==> config.mk <==
export PLATFORM = sky130hd
export DESIGN_NAME = io_bridge
export DESIGN_NICKNAME = d
export VERILOG_FILES = /design/src/rtl/io_bridge_pkg.sv /design/src/rtl/io_bridge_seg_scan.sv /design/src/rtl/io_bridge.sv
export SDC_FILE = /design/constraint.sdc
export NUM_CORES = 1
export LEC_CHECK = 0
export BUFFER_PORTS_ARGS = -buffer_cell sky130_fd_sc_hd__buf_2
export CAP_MARGIN = 20
export CORE_ASPECT_RATIO = 1.2
export CORE_MARGIN = 1.5
export CORE_UTILIZATION = 54
export CTS_BUF_LIST = sky130_fd_sc_hd__clkbuf_4
export CTS_CLUSTER_DIAMETER = 60
export DETAILED_ROUTE_END_ITERATION = 10
export PLACE_DENSITY_LB_ADDON = 0.25
export REMOVE_ABC_BUFFERS = 1
export SETUP_SLACK_MARGIN = 0.5
export SLEW_MARGIN = 0
export SYNTH_ARGS = -nofsm -noshare
export SYNTH_HDL_FRONTEND = slang
export SYNTH_SLANG_ARGS = --single-unit
==> constraint.sdc <==
create_clock -name cpu_clk -period 7.6 [get_ports cpu_clk]
set_input_delay 1.52 -clock cpu_clk [delete_from_list [all_inputs] [get_ports cpu_clk]]
set_output_delay 1.52 -clock cpu_clk [all_outputs]
set_load 0.01 [all_outputs]
==> src/rtl/io_bridge_pkg.sv <==
// Shared constants for io_bridge: IO address map and the hex-to-seven-segment table.
package io_bridge_pkg;

  localparam logic [31:0] IO_BASE      = 32'hFFFF_F000;
  localparam logic [31:0] ADDR_DISP    = 32'hFFFF_F000;
  localparam logic [31:0] ADDR_TMR_VAL = 32'hFFFF_F020;
  localparam logic [31:0] ADDR_TMR_DIV = 32'hFFFF_F024;
  localparam logic [31:0] ADDR_LED     = 32'hFFFF_F060;
  localparam logic [31:0] ADDR_SW      = 32'hFFFF_F070;

  // Active-low {DP,G,F,E,D,C,B,A}; DP bit is always 1 (off). Entry 0 is the low byte.
  localparam logic [15:0][7:0] SEG_TABLE = {
    8'h8E, 8'h86, 8'hA1, 8'hC6, 8'h83, 8'h88, 8'h90, 8'h80,
    8'hF8, 8'h82, 8'h92, 8'h99, 8'hB0, 8'hA4, 8'hF9, 8'hC0
  };

  function automatic logic [7:0] hex_to_seg(input logic [3:0] nib);
    return SEG_TABLE[nib];
  endfunction

endpackage

==> src/rtl/io_bridge_seg_scan.sv <==
// Multiplexed 8-digit display scan: slot counter, digit index and segment decode.
module seg_scan
  import io_bridge_pkg::*;
#(
  parameter int SCAN_DIV = 50000
) (
  input  logic        clk,
  input  logic        rst,
  input  logic [31:0] disp,
  output logic [7:0]  dig_en_n,
  output logic [7:0]  seg_n
);

  localparam int CW = $clog2(SCAN_DIV);

  logic [CW-1:0] cnt;
  logic [2:0]    idx;

  always_ff @(posedge clk or posedge rst) begin
    if (rst) begin
      cnt <= '0;
      idx <= '0;
    end else if (cnt == CW'(SCAN_DIV - 1)) begin
      cnt <= '0;
      idx <= idx + 3'd1;
    end else begin
      cnt <= cnt + CW'(1);
    end
  end

  // Decode straight from the live display register so a write shows up without a scan restart.
  assign dig_en_n = ~(8'd1 << idx);
  assign seg_n    = hex_to_seg(disp[{idx, 2'b00} +: 4]);

endmodule

==> src/rtl/io_bridge.sv <==
// CPU bus bridge: DRAM pass-through, memory-mapped display/LED/switch registers and
// an optional free-running timer (enabled by defining IO_BRIDGE_TIMER_EN).
module io_bridge
  import io_bridge_pkg::*;
#(
  parameter int DRAM_AW  = 14,
  parameter int SCAN_DIV = 50000
) (
  input  logic               cpu_clk,
  input  logic               cpu_rst,
  input  logic [31:0]        Bus_addr,
  input  logic               Bus_wen,
  input  logic [31:0]        Bus_wdata,
  output logic [31:0]        Bus_rdata,
  output logic [DRAM_AW-1:0] dram_addr,
  output logic               dram_we,
  output logic [31:0]        dram_wdata,
  input  logic [31:0]        dram_rdata,
  input  logic [23:0]        sw,
  output logic [23:0]        led,
  output logic [7:0]         dig_en_n,
  output logic [7:0]         seg_n
);

  logic        io_hit;
  logic        wr_io;
  logic [31:0] disp_q;
  logic [23:0] led_q;
  logic [23:0] sw_s1, sw_s2;

  assign io_hit     = (Bus_addr[31:12] == IO_BASE[31:12]);
  assign wr_io      = Bus_wen & io_hit;
  assign dram_addr  = Bus_addr[DRAM_AW+1:2];
  assign dram_wdata = Bus_wdata;
  assign dram_we    = Bus_wen & ~io_hit;
  assign led        = led_q;

  always_ff @(posedge cpu_clk or posedge cpu_rst) begin
    if (cpu_rst) begin
      disp_q <= '0;
      led_q  <= '0;
      sw_s1  <= '0;
      sw_s2  <= '0;
    end else begin
      sw_s1 <= sw;
      sw_s2 <= sw_s1;
      if (wr_io && Bus_addr == ADDR_DISP) disp_q <= Bus_wdata;
      if (wr_io && Bus_addr == ADDR_LED)  led_q  <= Bus_wdata[23:0];
    end
  end

`ifdef IO_BRIDGE_TIMER_EN
  logic [31:0] tmr_val, tmr_div, tmr_pre;
  logic        tmr_tick;

  assign tmr_tick = (tmr_div != '0) && (tmr_pre == tmr_div - 32'd1);

  always_ff @(posedge cpu_clk or posedge cpu_rst) begin
    if (cpu_rst) begin
      tmr_val <= '0;
      tmr_div <= '0;
      tmr_pre <= '0;
    end else begin
      if (wr_io && Bus_addr == ADDR_TMR_DIV) begin
        tmr_div <= Bus_wdata;
        tmr_pre <= '0;
      end else if (tmr_tick || tmr_div == '0) begin
        tmr_pre <= '0;
      end else begin
        tmr_pre <= tmr_pre + 32'd1;
      end
      // A software load beats a coincident tick.
      if (wr_io && Bus_addr == ADDR_TMR_VAL) tmr_val <= Bus_wdata;
      else if (tmr_tick)                     tmr_val <= tmr_val + 32'd1;
    end
  end
`endif

  always_comb begin
    Bus_rdata = '0;
    if (!io_hit) begin
      Bus_rdata = dram_rdata;
    end else begin
      case (Bus_addr)
        ADDR_DISP:    Bus_rdata = disp_q;
`ifdef IO_BRIDGE_TIMER_EN
        ADDR_TMR_VAL: Bus_rdata = tmr_val;
        ADDR_TMR_DIV: Bus_rdata = tmr_div;
`endif
        ADDR_LED:     Bus_rdata = {8'h00, led_q};
        ADDR_SW:      Bus_rdata = {8'h00, sw_s2};
        default:      Bus_rdata = '0;
      endcase
    end
  end

  seg_scan #(.SCAN_DIV(SCAN_DIV)) u_seg_scan (
    .clk      (cpu_clk),
    .rst      (cpu_rst),
    .disp     (disp_q),
    .dig_en_n (dig_en_n),
    .seg_n    (seg_n)
  );

endmodule

==> qor.csv <==
metric,value,unit
outcome,completed,
cp.required,6080,ps
cp_common_cell,buf_2,
dpl.hpwl,10700,um
synth_edf_count,0,
multi_input_area,2220,um2
place_congestion,0.851,
wirelength,14400,um
crit_fanout,17,
cts.sinks,123,
die_area,11400,um2
via_per_inst,5.54,
dr.pass1.iters,5,
slowest_stage,nor2_2,
final_net_count,781,
drc,0,
fin_crit_sh,72.5,%
clk_latency,510,ps
drt_first_iter_violations,213,
antenna_cells,0,
postCtsHoldBufs,0,
dpl.cell_count,755,
worst_pin_slew,922,ps
synthFlopType,dfrtp_1,
tns,0,ps
worstSetupPathType,in -> out,
synth.cell_area,5810,um2
yosysWarnings,0,
ys_seq_area_share,53.0,%
cap_violations,0,
core_region_area,10500,um2
slowest_delay,590,ps
final_cells,787,
finalMaxSlewViolations,0,
dieHeight,117,um
die_x,97.7,um
cts_tree,yes,
initial_core_util,55.2,%
grt_pass1_wl,22100,um
gr-total-overflow,0,
startpoint_type,input port,
cts_setup_buffers,0,
synth_top_area_share,53.0,%
ioPinCount,242,
irDropWorstVdd,0.122,mV
drive_gt1_share,52.6,%
grt_max_degree,63,
syn2layout_area_growth,22.3,%
ctsResizeCount,0,
first_global_vias,4239,
crit_path_cell_trace,"buf_2, nor4_1, nand4b_1, or4_1, nor2_2, buf_4, a221o_1, buf_2",
worst_hold_path_type,reg -> reg,
ctsLongestPathBuffers,2,
relSlewSlack,36.8,%
root_buffer,clkbuf_4,
p_leak,3.72,nW
portBuffers,240,
hold_ws,356,ps
yosysTopAreaCell,dfrtp_1,
end_kind,output pin,
synthDistinctLibCells,43,
clk_pin_slew,100,ps
rsz0062_at_grt,false,
worst_ep_arrival_time,3990,ps
setup_viol,0,
finClkSkew,11.3,ps
syn_avg_cell_area,13.0,um2
num-fill-cells,790,
period_minus_slack,5510,ps
p_per_area,182,nW/um2
async_flop_share,100,%
ys_ff_latch,123,
synth_area_leaders,"dfrtp_1 (53%), mux2_2 (10%), buf_4 (6.1%)",
syn_inst,445,
htreeDepth,4,
wire_per_inst,18.3,um
antenna_found_initial,0,
rows,41,
ant_nets,0,
numCtsBuffers,17,
clock.fmax,182,MHz
seq_area,3080,um2
grt_usage,25.9,%
vias,4359,
finalHoldViolations,0,
==> power breakdown <==
group / internal, mW / total (mW) / switching, mW
Combinational: 0.0486 / 0.100 / 0.0519
Clock: 0.288 / 0.518 / 0.231
Sequential: 0.667 / 0.671 / 0.00431
==> logic make-up (layout without fill, tap and decap cells) <==
family                     Yosys count  after routing  synth area share [%]
xor gates and xnor gates            14             14                  2.11
DFF                                123            123                  53.0
AOI/OAI and AO/OA                   70             70                  10.6
other                                1              1                0.0646
muxes                               72             72                  15.4
adders and majority gates           13             13                  2.80
and+or+nand+nor                     71             71                  6.87
buffers and inverters               81            294                  9.22
==> layer usage <==
layer / GRT usage, % / wire [um]
met1: 32.4 / 5840
met2: 44.2 / 7310
met3: 6.70 / 939
met5: 0 / 0
met4: 9.24 / 274
==> final timing paths <==
check / endpoint / startpoint / cells past startpoint / slack (ps)
worst max-delay path: Bus_rdata[8] / Bus_addr[1] / 8 / 2090
worst min-delay path: sw_s2[5] / sw_s1[5] / 0 / 360
worst max register to register: u_seg_scan.idx[2] / u_seg_scan.cnt[7] / 5 / 5500
worst min register to register: sw_s2[5] / sw_s1[5] / 0 / 360
max in group asynchronous: sw_s2[9] / cpu_rst / 3 / 5220
min in group asynchronous: sw_s1[18] / cpu_rst / 2 / 1140
==> worst max-delay path: cells and delay by family <==
kind                   cells  cell delay, ps
buffers and inverters      3             590
AOI/OAI and AO/OA          1             200
and+or+nand+nor            4            1650
==> registers in the layout (all words and copies together) (netlist names) <==
name / cells
u_seg_scan.idx: 3
sw_s1: 24
disp_q: 32
led: 24
sw_s2: 24
u_seg_scan.cnt: 16
==> Yosys cell counts, types with 4 or more instances <==
cell type	instances
nand2_1	16
inv_1	13
nand3_1	4
buf_4	47
mux4_2	8
a221o_1	24
nand4_1	7
nor3_1	4
mux2_2	52
mux2i_1	7
nor2_1	17
ha_1	13
dfrtp_1	123
xor2_1	4
mux2_1	5
xnor2_1	10
buf_2	8
clkbuf_1	6
buf_6	6
a22o_1	35
o21ai_0	4
==> area by class of cell <==
class                   instances  area share, %
well taps                     129           2.27
multi-input cells             241           31.2
flip-flops and latches        123           43.3
clock inverters                15           2.87
clock buffers                  17           1.80
repair buffers                248           17.8
inverters                      14          0.775
==> stage by stage <==
stage | total power, mW | cell area, um2 | utilization (%) | setup slack, ps
after global routing | 1.34 | 7100 | 67.5 | 1930
final | 1.29 | 7100 | 67.5 | 2090
after floorplan | 0.713 | 5320 | - | 2200
after CTS | 1.31 | 7100 | 67.5 | 2060
after detailed placement | 0.786 | 6770 | 64.4 | 2070
after global placement | 0.783 | 6760 | 64.3 | 2140
==> layout by cell type (no fill, tap or decap), types with 3 or more instances in the layout <==
cell	Yosys	routed
inv_1	13	12
nand4_1	7	7
mux2_1	5	5
a21oi_1	3	3
buf_2	8	240
or4_1	3	3
o21ai_0	4	4
a22o_1	35	35
nand3_1	4	4
mux4_2	8	8
nor3_1	4	3
buf_4	47	8
or3_1	3	3
dfrtp_1	123	123
clkinv_1	0	5
clkinvlp_4	0	4
ha_1	13	13
mux2i_1	7	7
nor2_1	17	16
xor2_1	4	4
bufinv_16	0	5
clkbuf_4	0	17
xnor2_1	10	10
a221o_1	24	24
nand2_1	16	16
mux2_2	52	52
(Power assumes the default switching activity.)
